## src/rtl/io_poller_pkg.sv

```systemverilog
// Shared definitions for the I/O poller: FSM state encoding and the
// memory-mapped I/O addresses it drives onto the bus.
// Optional event logging is enabled by defining IO_POLLER_LOG_EN.
package io_poller_pkg;

  typedef enum logic [2:0] {
    S_IDLE,
    S_POLL,
    S_RD_SW,
    S_WR_LED,
    S_WR_NUM,
    S_WR_LET
`ifdef IO_POLLER_LOG_EN
    , S_LOG
`endif
  } state_t;

  localparam logic [31:0] ADDR_SW    = 32'hC000_0000;
  localparam logic [31:0] ADDR_LED   = 32'hC000_0004;
  localparam logic [31:0] ADDR_NUM   = 32'hC000_0008;
  localparam logic [31:0] ADDR_LET   = 32'hC000_000C;
  localparam logic [31:0] ADDR_ENTER = 32'hC000_0010;

endpackage

```

## src/rtl/io_poller_rise_detect.sv

```systemverilog
// Rising-edge detector for the Enter button. The history flop powers up
// (and can be forced) to 1 so a button already held down is never
// mistaken for a fresh press.
module rise_detect (
  input  logic clk,
  input  logic reset,
  input  logic sample,
  input  logic set_one,
  input  logic d,
  output logic rise
);

  logic q_reg;

  // History of the last sampled level; forced high after a served press.
  always_ff @(posedge clk or negedge reset) begin
    if (!reset)       q_reg <= 1'b1;
    else if (set_one) q_reg <= 1'b1;
    else if (sample)  q_reg <= d;
  end

  assign rise = sample & d & ~q_reg;

endmodule

```

## src/rtl/io_poller.sv

```systemverilog
// Bus master that polls the Enter button and, on each new press, copies the
// switch word to the LED, number and letter display registers.
// Define IO_POLLER_LOG_EN to also append a record of each press to a
// circular log in data RAM at LOG_BASE.
module io_poller
  import io_poller_pkg::*;
#(
  parameter logic [31:0] LOG_BASE  = 32'h0000_0080,
  parameter int          LOG_DEPTH = 16
) (
  input  logic        clk,
  input  logic        reset,
  input  logic        en,
  input  logic [31:0] rd,
  output logic [31:0] a,
  output logic [31:0] wd,
  output logic        we,
  output logic        busy,
  output logic [7:0]  press_count
);

  localparam int PTR_W = $clog2(LOG_DEPTH);

  state_t      state_reg, state_next;
  logic [9:0]  sw_reg;
  logic [7:0]  press_count_reg;
  logic        sample, set_one, rise, last;

`ifdef IO_POLLER_LOG_EN
  logic [PTR_W-1:0] wr_ptr_reg;
`endif

  // Upper read-data bits and the log parameters are not needed in every build.
  logic unused_bits;
  assign unused_bits = ^{rd[31:10], LOG_BASE[1:0], LOG_DEPTH[0]};

  rise_detect u_rise (
    .clk     (clk),
    .reset   (reset),
    .sample  (sample),
    .set_one (set_one),
    .d       (rd[0]),
    .rise    (rise)
  );

  // Next-state and bus outputs for the current state.
  always_comb begin
    state_next = state_reg;
    a          = ADDR_ENTER;
    wd         = 32'h0;
    we         = 1'b0;
    sample     = 1'b0;
    set_one    = 1'b0;
    last       = 1'b0;
    case (state_reg)
      S_IDLE: if (en) state_next = S_POLL;
      S_POLL: begin
        sample = 1'b1;
        if (rise) state_next = S_RD_SW;
      end
      S_RD_SW: begin
        a          = ADDR_SW;
        state_next = S_WR_LED;
      end
      S_WR_LED: begin
        a          = ADDR_LED;
        we         = 1'b1;
        wd         = {22'b0, sw_reg};
        state_next = S_WR_NUM;
      end
      S_WR_NUM: begin
        a          = ADDR_NUM;
        we         = 1'b1;
        wd         = {24'b0, sw_reg[7:0]};
        state_next = S_WR_LET;
      end
      S_WR_LET: begin
        a  = ADDR_LET;
        we = 1'b1;
        wd = {30'b0, sw_reg[9:8]};
`ifdef IO_POLLER_LOG_EN
        state_next = S_LOG;
`else
        last = 1'b1;
`endif
      end
`ifdef IO_POLLER_LOG_EN
      S_LOG: begin
        a    = LOG_BASE + {{(30-PTR_W){1'b0}}, wr_ptr_reg, 2'b00};
        we   = 1'b1;
        wd   = {press_count_reg, 14'b0, sw_reg};
        last = 1'b1;
      end
`endif
      default: state_next = S_IDLE;
    endcase
    // The sequence always runs to completion; en is only consulted here.
    if (last) begin
      state_next = en ? S_POLL : S_IDLE;
      set_one    = en;
    end
  end

  // State, latched switches, press counter and log pointer.
  always_ff @(posedge clk or negedge reset) begin
    if (!reset) begin
      state_reg       <= S_IDLE;
      sw_reg          <= 10'h0;
      press_count_reg <= 8'h0;
`ifdef IO_POLLER_LOG_EN
      wr_ptr_reg      <= '0;
`endif
    end else begin
      state_reg <= state_next;
      if (state_reg == S_RD_SW)  sw_reg <= rd[9:0];
      if (state_reg == S_WR_LET) press_count_reg <= press_count_reg + 8'd1;
`ifdef IO_POLLER_LOG_EN
      if (state_reg == S_LOG)    wr_ptr_reg <= wr_ptr_reg + 1'b1;
`endif
    end
  end

  assign busy        = (state_reg != S_IDLE);
  assign press_count = press_count_reg;

endmodule

```

## config.mk

```make
export PLATFORM = sky130hd
export DESIGN_NAME = io_poller
export DESIGN_NICKNAME = d
export VERILOG_FILES = /design/src/rtl/io_poller_pkg.sv /design/src/rtl/io_poller_rise_detect.sv /design/src/rtl/io_poller.sv
export SDC_FILE = /design/constraint.sdc
export NUM_CORES = 1
export LEC_CHECK = 0
export CORE_AREA = 10 10 76 78
export CTS_BUF_LIST = sky130_fd_sc_hd__clkbuf_2
export DETAILED_ROUTE_END_ITERATION = 10
export DIE_AREA = 0 0 86 88
export PLACE_DENSITY = 0.91
export SETUP_SLACK_MARGIN = 0.5
export SYNTH_ARGS = -nofsm -noshare
export SYNTH_HDL_FRONTEND = slang
export SYNTH_SLANG_ARGS = --single-unit
```

## constraint.sdc

```tcl
create_clock -name clk -period 1.5 [get_ports clk]
set_input_delay 0.3 -clock clk [delete_from_list [all_inputs] [get_ports clk]]
set_output_delay 0.3 -clock clk [all_outputs]
set_load 0.02 [all_outputs]
```

# After elaboration in Yosys (flattened, before gate mapping)

Cells that the tools add are included.

Bits in registers: 22
Bits in latches: 0
Bits in writable memories: 0
ROM bits: 0
Input bits: 35
Output and inout port bits: 74
Logic and storage cells: 34
Memories kept: 0

Add/subtract/negate cells: 1
Multipliers: 0
Div/mod/pow operators: 0
$lt $le $gt $ge: 0
Equal/unequal tests: 8
Shifts and indexed selects: 0
Multiplexer cells: 13
Bitwise operators: 3
Reductions and logical operators: 5

Operators by type and width:

| kind                                          | number |
|---|---|
| one-hot mux 10 bit (3 select lines)           | 1 |
| one-hot mux 5 bit (4 select lines)            | 1 |
| one-hot mux 3 bit (6 select lines)            | 1 |
| 2-to-1 mux 3 bit                              | 3 |
| adder 8 x 1 -> 8 bit, second input constant   | 1 |
| 2-to-1 mux 1 bit                              | 7 |
| == test 3 x 2 -> 1 bit, second input constant | 2 |
| == test 3 bit, second input constant          | 2 |
| inequality test 3 bit, second input constant  | 2 |
| == test 3 x 1 -> 1 bit, second input constant | 1 |
| logical NOT 3 bit                             | 1 |
| AND reduction 3 bit                           | 1 |
| nonzero test 3 bit                            | 1 |
| OR reduction 3 bit                            | 1 |
| AND 1 bit                                     | 2 |
| inequality test 2 bit, second input constant  | 1 |
| nonzero test 2 bit                            | 1 |
| NOT 1 bit                                     | 1 |

# Depth between registers and ports, before layout

Gate-level depths: netlist (run 1).

Depth after elaboration: 7
Depth in mapped cells: 5
Gate-level depth less buffers: 3

# Hierarchy

From an unflattened synthesis (run 1), not the netlist that was laid out.

Cell total of the unflattened synthesis: 150
Area total of the unflattened synthesis: 1512.7 um2

Modules (own cells, without submodules):

| module      | instances | cells an instance | area each (um2) | sequential area each (um2) |
|---|---|---|---|---|
| io_poller   | 1         | 145               | 1465.2          | 525.5 |
| rise_detect | 1         | 5                 | 47.5            | 26.3 |

# Least setup slack after synthesis (run 1)

OpenSTA, ideal clock, no wires.

Path kind: reg-to-output
Start: register state_reg[2]
End: output a[2]
Data arrival time: 1185 ps
Required time: 1200 ps
Setup slack: 15 ps
Stages on the path, launching flop included: 4
Buffers on the path: 1
Cells stage by stage: dfrtp_1 buf_4 xnor2_1 nor2b_1

Cells in the longest elaborated chain, start to end: 2
Elaborated cells on any way between the ends: 5
Those cells by class: eq/ne (4); mux (1)

RTL lines:

| what                                                           | RTL line         | source |
|---|---|---|
| from (decl)                                                    | io_poller.sv:24  | `state_t state_reg, state_next;` |
| from (signal assigned)                                         | io_poller.sv:114 | `state_reg <= state_next;` |
| == test 3 bit / == test 3 x 2 -> 1 bit (equally long branches) | io_poller.sv:55  | `case (state_reg)` |
| one-hot mux 5 bit (4 select lines) *                           | io_poller.sv:55  |  |
| to (decl)                                                      | io_poller.sv:15  | `output logic [31:0] a,` |

Mark *: on every way between the ends. The rest lies on a longest branch, timed or not.

# Worst setup path after layout (run 1)

Start: register state_reg[2]
End: output wd[0]

Cells in the longest elaborated chain, start to end: 2
Elaborated cells on any way between the ends: 4
Those cells by class: eq/ne (3); mux (1)

RTL lines:

| what                                                           | RTL line        | source |
|---|---|---|
| == test 3 bit / == test 3 x 2 -> 1 bit (equally long branches) | io_poller.sv:55 |  |
| one-hot mux 10 bit (3 select lines) *                          | io_poller.sv:55 |  |
| to (decl)                                                      | io_poller.sv:16 | `output logic [31:0] wd,` |

Marked as above.

==> results of run 1 <==
-- power breakdown --
part | internal (mW) | switching, mW
Clock | 0.0705 | 0.180
Combinational | 1.52 | 1.25
Sequential | 0.844 | 0.159
-- cell families after synthesis --
group	count (synthesis)	share of synthesized area
flip-flops	22	0.379
buffers and inverters	59	0.295
other	2	0.00516
multiplexers	8	0.0619
AO/OA/AOI/OAI	12	0.0490
XOR/XNOR	8	0.0482
AND/OR/NAND/NOR	37	0.153
adder cells (fa/ha/maj)	1	0.00860
-- how the worst max path moves through the flow --
stage	endpoint	slack (ns)	cells after the start
after global routing	wd[1]	-0.55	6
after floorplan	wd[0]	0.04	4
after detailed placement	wd[5]	-0.51	4
after CTS	wd[1]	-0.46	6
final	wd[0]	-0.43	6
after global placement	wd[0]	-0.46	4
-- through the flow --
stage                      util  power, mW
after global placement    0.408       2.61
after global routing      0.540       4.28
after CTS                 0.512       3.74
after floorplan               -       2.11
after detailed placement  0.408       2.65
final                     0.540       4.02
-- cells in the final DEF (no fill, tap or decap), types with 2 or more instances in the layout --
| master | instances |
|---|---|
| inv_1 | 2 |
| nand4_1 | 3 |
| conb_1 | 51 |
| o21ai_1 | 3 |
| a22o_1 | 2 |
| xor2_1 | 3 |
| dfrtp_2 | 9 |
| buf_6 | 42 |
| mux2_4 | 8 |
| nand2b_4 | 3 |
| and2_4 | 2 |
| buf_4 | 23 |
| nand3b_1 | 2 |
| clkdlybuf4s50_1 | 12 |
| a21oi_2 | 4 |
| clkbuf_2 | 4 |
| nand2_1 | 4 |
| and2_2 | 4 |
| nand2_2 | 3 |
| dfrtp_1 | 12 |
| nor2_4 | 4 |
| o21ai_4 | 3 |
| xnor2_1 | 3 |
-- repair_timing --
item / 4_1_cts / 5_1_grt
resized for setup: 192 / 17
setup endpoints to repair: 45 / 45
buffers inserted: 25 / 6
hold buffers: 0 / 0
gates cloned: 1 / 0
pin swaps: 12 / 10
-- layout make-up --
class	instances	area share
multi-input cells	117	0.377
repair buffers	78	0.339
flip-flops and latches	22	0.243
well taps	52	0.0281
clock buffers	4	0.00863
inverters	3	0.00486
-- per-layer routing --
metal | vias up | GRT usage | wire length, um
li1 | 526 | - | -
met2 | 61 | 0.190 | 2170
met5 | - | 0 | 0
met3 | 6 | 0.0594 | 456
met4 | 0 | 0.00898 | 40
met1 | 551 | 0.102 | 1460
-- worst max-delay path, delay by kind of cell (launching register included) --
kind,cells,cell delay (ns)
flops,1,0.45
compound gates,2,0.28
buf+inv,3,0.38
simple gates,1,0.18
==> flow_metrics.py, run 1 <==
metrics = {
    "sta": {
        "slew_violations": 0,
        "finalSetupViolCount": 23,
        "clock_skew_ns": 0.0105,
        "rsz0062_at_grt": "yes",
        "period_needed_ns": 1.93,
        "hold_viol": 0,
        "fin_hold_ws_ns": 0.284,
        "finalCritPeriodShare": 1.29,
        "fin_tns_setup_ns": -5.67,
        "fmax_ghz": 0.518,
        "setup_ws_ns": -0.432,
    },
    "pwr": {
        "ir_drop_uv": 841,
        "power.density_mw_per_mm2": 1730,
        "p_leak_nw": 1.16,
    },
    "floorplanning": {
        "rows": 24,
        "die_area_sq_mm": 0.00757,
        "initial_core_util": 0.339,
        "fp.dieH_um": 88,
        "core_area_sq_mm": 0.00429,
        "die_w_um": 86,
        "io_pins": 109,
    },
    "critical_path": {
        "crit_slowest_cell": "dfrtp_2",
        "path_class": "reg2out",
        "r2r.worst_path.cells": 6,
        "reg2reg_to": "sw_reg[5]",
        "worstPathMaxFanout": 4,
        "r2r_slack_ns": -0.08,
        "path_cells": "nand3b_1 -> o21ai_4 -> buf_4 -> buf_6 -> a22o_1 -> buf_6",
        "critical_path.max_stage_delay_ns": 0.45,
        "startpoint_type": "flop",
        "reg2reg_from": "state_reg[1]",
        "worstPathArrival_ns": 1.63,
        "crit_path_start": "state_reg[2]",
        "endpoint_kind": "output pin",
        "cp.required_ns": 1.20,
        "cpMostUsedCell": "buf_6",
    },
    "clock_network": {
        "cts_sinks": 22,
        "htreeDepth": 1,
        "insertion_delay_ns": 0.33,
        "clockBufferDepth": 2,
        "cts_tree": "done",
        "cts_buffers": 3,
        "clk_pin_slew_worst_paths_ns": 0.21,
        "cts_root_buf": "clkbuf_2",
    },
    "synth": {
        "yosysSeqAreaShare": 0.379,
        "netlist.area_leader.share": 0.361,
        "synth_most_common_cell": "buf_4",
        "syn_avg_cell_area_sq_um": 9.77,
        "synth.area.top_cells": "dfrtp_1 (36%), buf_4 (28%), mux2_2 (6.2%), xnor2_1 (3.0%), and2_1 (2.6%)",
        "yosysTopAreaCell": "dfrtp_1",
        "yosysUniqueCellTypes": 28,
        "async_flop_share": 1.00,
        "ys_seq_elements": 22,
        "synth_commonest_cells": "buf_4 (55), dfrtp_1 (21), mux2_2 (8), nand2_1 (8), and2_1 (6)",
        "synth_edf_count": 0,
        "synth_ff_type": "dfrtp_1",
        "syn_inst": 149,
        "synthesis.area_sq_mm": 0.00146,
        "ys_warn_count": 0,
    },
    "layout": {
        "num-fill-cells": 394,
        "area_growth_pct": 59.3,
        "seqCellArea_sq_um": 563,
        "fin_nets": 261,
        "largest_reg_flops": 10,
        "multi_input_area_sq_um": 873,
        "final_cells": 276,
        "fin_area_sq_mm": 0.00232,
        "drive_gt1_frac": 0.545,
        "n_antenna_cell": 0,
    },
    "global_route": {
        "grt_pass1_wl_um": 6400,
        "grt_usage": 0.103,
        "antenna_found_initial": 0,
        "overflow": 0,
        "grt_max_degree": 23,
        "grt_pass1_vias": 1296,
    },
    "run": {
        "max_cap_violations": 0,
    },
    "placement": {
        "hpwl_um": 2690,
        "dp.cells": 240,
        "place_ws_ns": -0.505,
        "finalWeightedCongestion": 0.742,
        "port_buffers": 35,
        "place_area_sq_mm": 0.00175,
    },
    "detailed_routing": {
        "vias_per_cell": 4.14,
        "post-route-drc-count": 0,
        "wl_per_cell_um": 15.0,
        "ant_nets": 0,
        "routed_wirelength_um": 4130,
        "drt-initial-drc-count": 49,
        "dr.pass1.iters": 5,
        "vias": 1144,
    },
    "min_path": {
        "min_path_type": "in2async",
    },
    "status": {
        "violations": "setup timing",
        "status": "finished with violations",
    },
}
Power figures use the tool's default switching activity.
==> run 2: changes to the inputs <==
Settings changed: ABC_CLOCK_PERIOD_IN_PS set to 1500, RECOVER_POWER set to 100.
==> run 2 against run 1 <==
Against the previous run: the flow still finishes with violations (setup timing); sequential power barely moved; first-iteration DRC count fell by 2.0%; count of clock-buffer cells in the layout stayed put; critical path depth stayed put; fmax shrank 0.47%; die area stayed put; non-clock buffer count is the same; critical endpoint unchanged; clock skew fell by 0.0022 ns; critical path type unchanged; global-route usage unchanged; largest power group unchanged; utilization down 2.1 points; design area decreased by 3.9%; cell count is the same.
==> flow_metrics.py, run 2 (synthesized netlist as in run 1, its figures left out) <==
metrics = {
    "status": {
        "status": "finished with violations",
        "violations": "setup timing",
    },
    "clock_network": {
        "insertion_delay_ns": 0.33,
        "clockBufferDepth": 2,
        "cts_buffers": 3,
        "clk_pin_slew_worst_paths_ns": 0.21,
        "cts_sinks": 22,
        "cts_root_buf": "clkbuf_2",
        "cts_tree": "done",
        "htreeDepth": 1,
    },
    "pwr": {
        "p_clk_frac": 0.065,
        "sequentialPowerShare": 0.254,
        "p_comb_frac": 0.681,
        "power.density_mw_per_mm2": 1750,
        "p_int_mw": 2.33,
        "p_leak_nw": 1.12,
        "switchingPower_mw": 1.57,
        "p_sw_frac": 0.403,
        "total_power_mw": 3.91,
        "ir_drop_uv": 877,
    },
    "placement": {
        "hpwl_um": 2690,
        "dp.cells": 240,
        "finalWeightedCongestion": 0.742,
        "place_area_sq_mm": 0.00175,
        "port_buffers": 35,
        "place_ws_ns": -0.505,
    },
    "floorplanning": {
        "core_area_sq_mm": 0.00429,
        "die_area_sq_mm": 0.00757,
        "io_pins": 109,
        "die_w_um": 86,
        "fp.dieH_um": 88,
        "rows": 24,
        "initial_core_util": 0.339,
    },
    "critical_path": {
        "crit_path_end": "wd[0]",
        "cp.required_ns": 1.20,
        "critical_path.max_stage_delay_ns": 0.46,
        "r2r_slack_ns": -0.06,
        "cpMostUsedCell": "buf_6",
        "startpoint_type": "flop",
        "reg2reg_from": "state_reg[1]",
        "path_cells": "nand3b_1 -> o21ai_4 -> buf_4 -> buf_6 -> a22o_1 -> buf_6",
        "crit_slowest_cell": "dfrtp_2",
        "endpoint_kind": "output pin",
        "r2r.worst_path.cells": 6,
        "worstPathMaxFanout": 4,
        "crit_path_start": "state_reg[2]",
        "worstPathArrival_ns": 1.64,
        "path_class": "reg2out",
        "reg2reg_to": "sw_reg[5]",
    },
    "detailed_routing": {
        "dr.pass1.iters": 4,
        "vias": 1136,
        "wl_per_cell_um": 15.1,
        "drt-initial-drc-count": 48,
        "vias_per_cell": 4.12,
        "routed_wirelength_um": 4170,
        "post-route-drc-count": 0,
        "ant_nets": 0,
    },
    "layout": {
        "fin_area_sq_mm": 0.00223,
        "largest_reg_flops": 10,
        "final_common_cell": "conb_1",
        "final_util": 0.519,
        "drive_gt1_frac": 0.496,
        "final_cells": 276,
        "n_antenna_cell": 0,
        "area_growth_pct": 53.1,
        "fin_nets": 261,
        "layout_common_cells": "conb_1 (51), buf_6 (30), buf_4 (25), dfrtp_1 (12), clkdlybuf4s50_1 (11)",
    },
    "sta": {
        "clock_skew_ns": 0.00830,
        "fin_tns_setup_ns": -5.82,
        "setup_ws_ns": -0.441,
        "fin_hold_ws_ns": 0.446,
        "fmax_ghz": 0.515,
        "hold_viol": 0,
        "finalSetupViolCount": 24,
        "finalCritPeriodShare": 1.29,
        "slew_violations": 0,
        "rsz0062_at_grt": "yes",
        "worst-slew-pin-transition_ns": 0.549,
        "period_needed_ns": 1.94,
        "max_slew_margin": 0.634,
    },
    "global_route": {
        "overflow": 0,
        "antenna_found_initial": 0,
        "grt_pass1_vias": 1296,
        "grt_max_degree": 23,
        "grt_usage": 0.103,
        "grt_pass1_wl_um": 6400,
    },
    "min_path": {
        "min_path_type": "in2async",
    },
    "run": {
        "max_cap_violations": 0,
    },
}
==> run 2: changes by cell type in the layout (fill, tap and decap cells not counted), moves of 2 or more <==
cell,previous run,this run
clkbuf_1,0,8
buf_4,23,25
buf_6,42,30
clkbuf_2,4,6
==> run 2: power groups by stage <==
stage | Clock, mW | Combinational, mW | Sequential (mW)
after floorplan | 0 | 1.09 | 1.03
after CTS | 0.263 | 2.49 | 0.992
after detailed placement | 0 | 1.62 | 1.03
after global routing | 0.294 | 2.83 | 1.02
after global placement | 0 | 1.60 | 1.01
final | 0.252 | 2.66 | 0.993
==> run 2: how the worst min path moves through the flow <==
| stage | startpoint | endpoint | cells after the start |
|---|---|---|---|
| after floorplan | reset | press_count[0] | 0 |
| after global placement | press_count[7] | press_count[7] | 1 |
| after detailed placement | press_count[7] | press_count[7] | 1 |
| after CTS | reset | press_count[0] | 2 |
| after global routing | reset | press_count[0] | 2 |
| final | reset | press_count[5] | 2 |
==> run 2: worst max-delay path, delay by kind of cell, from the launching register on <==
kind	cells	cell delay [ns]
and+or+nand+nor	1	0.18
buffers and inverters	3	0.38
DFF	1	0.46
AOI/OAI and AO/OA	2	0.29
==> run 2: repair_timing <==
action,in CTS,in global routing
buffers inserted,25,6
hold buffers,0,0
endpoints found under the setup margin,45,45
endpoints found under the hold margin,0,0
pin swaps,12,10
gates resized for setup,192,17
gates cloned,1,0
==> run 2: cell type report <==
| type | count | area (sq um) |
|---|---|---|
| Inverter | 3 | 11.3 |
| Sequential cell | 22 | 563 |
| Fill cell | 416 | 2070 |
| Multi-Input combinational cell | 117 | 863 |
| Clock buffer | 4 | 20.0 |
| Tap cell | 52 | 65.1 |
| Timing Repair Buffer | 78 | 706 |
==> run 2: per-layer routing <==
layer	global-route usage	up-vias	wire length (um)
li1	-	525	-
met1	0.102	548	1480
met2	0.190	61	2200
met3	0.0594	2	470
met4	0.00898	0	15
met5	0	-	0
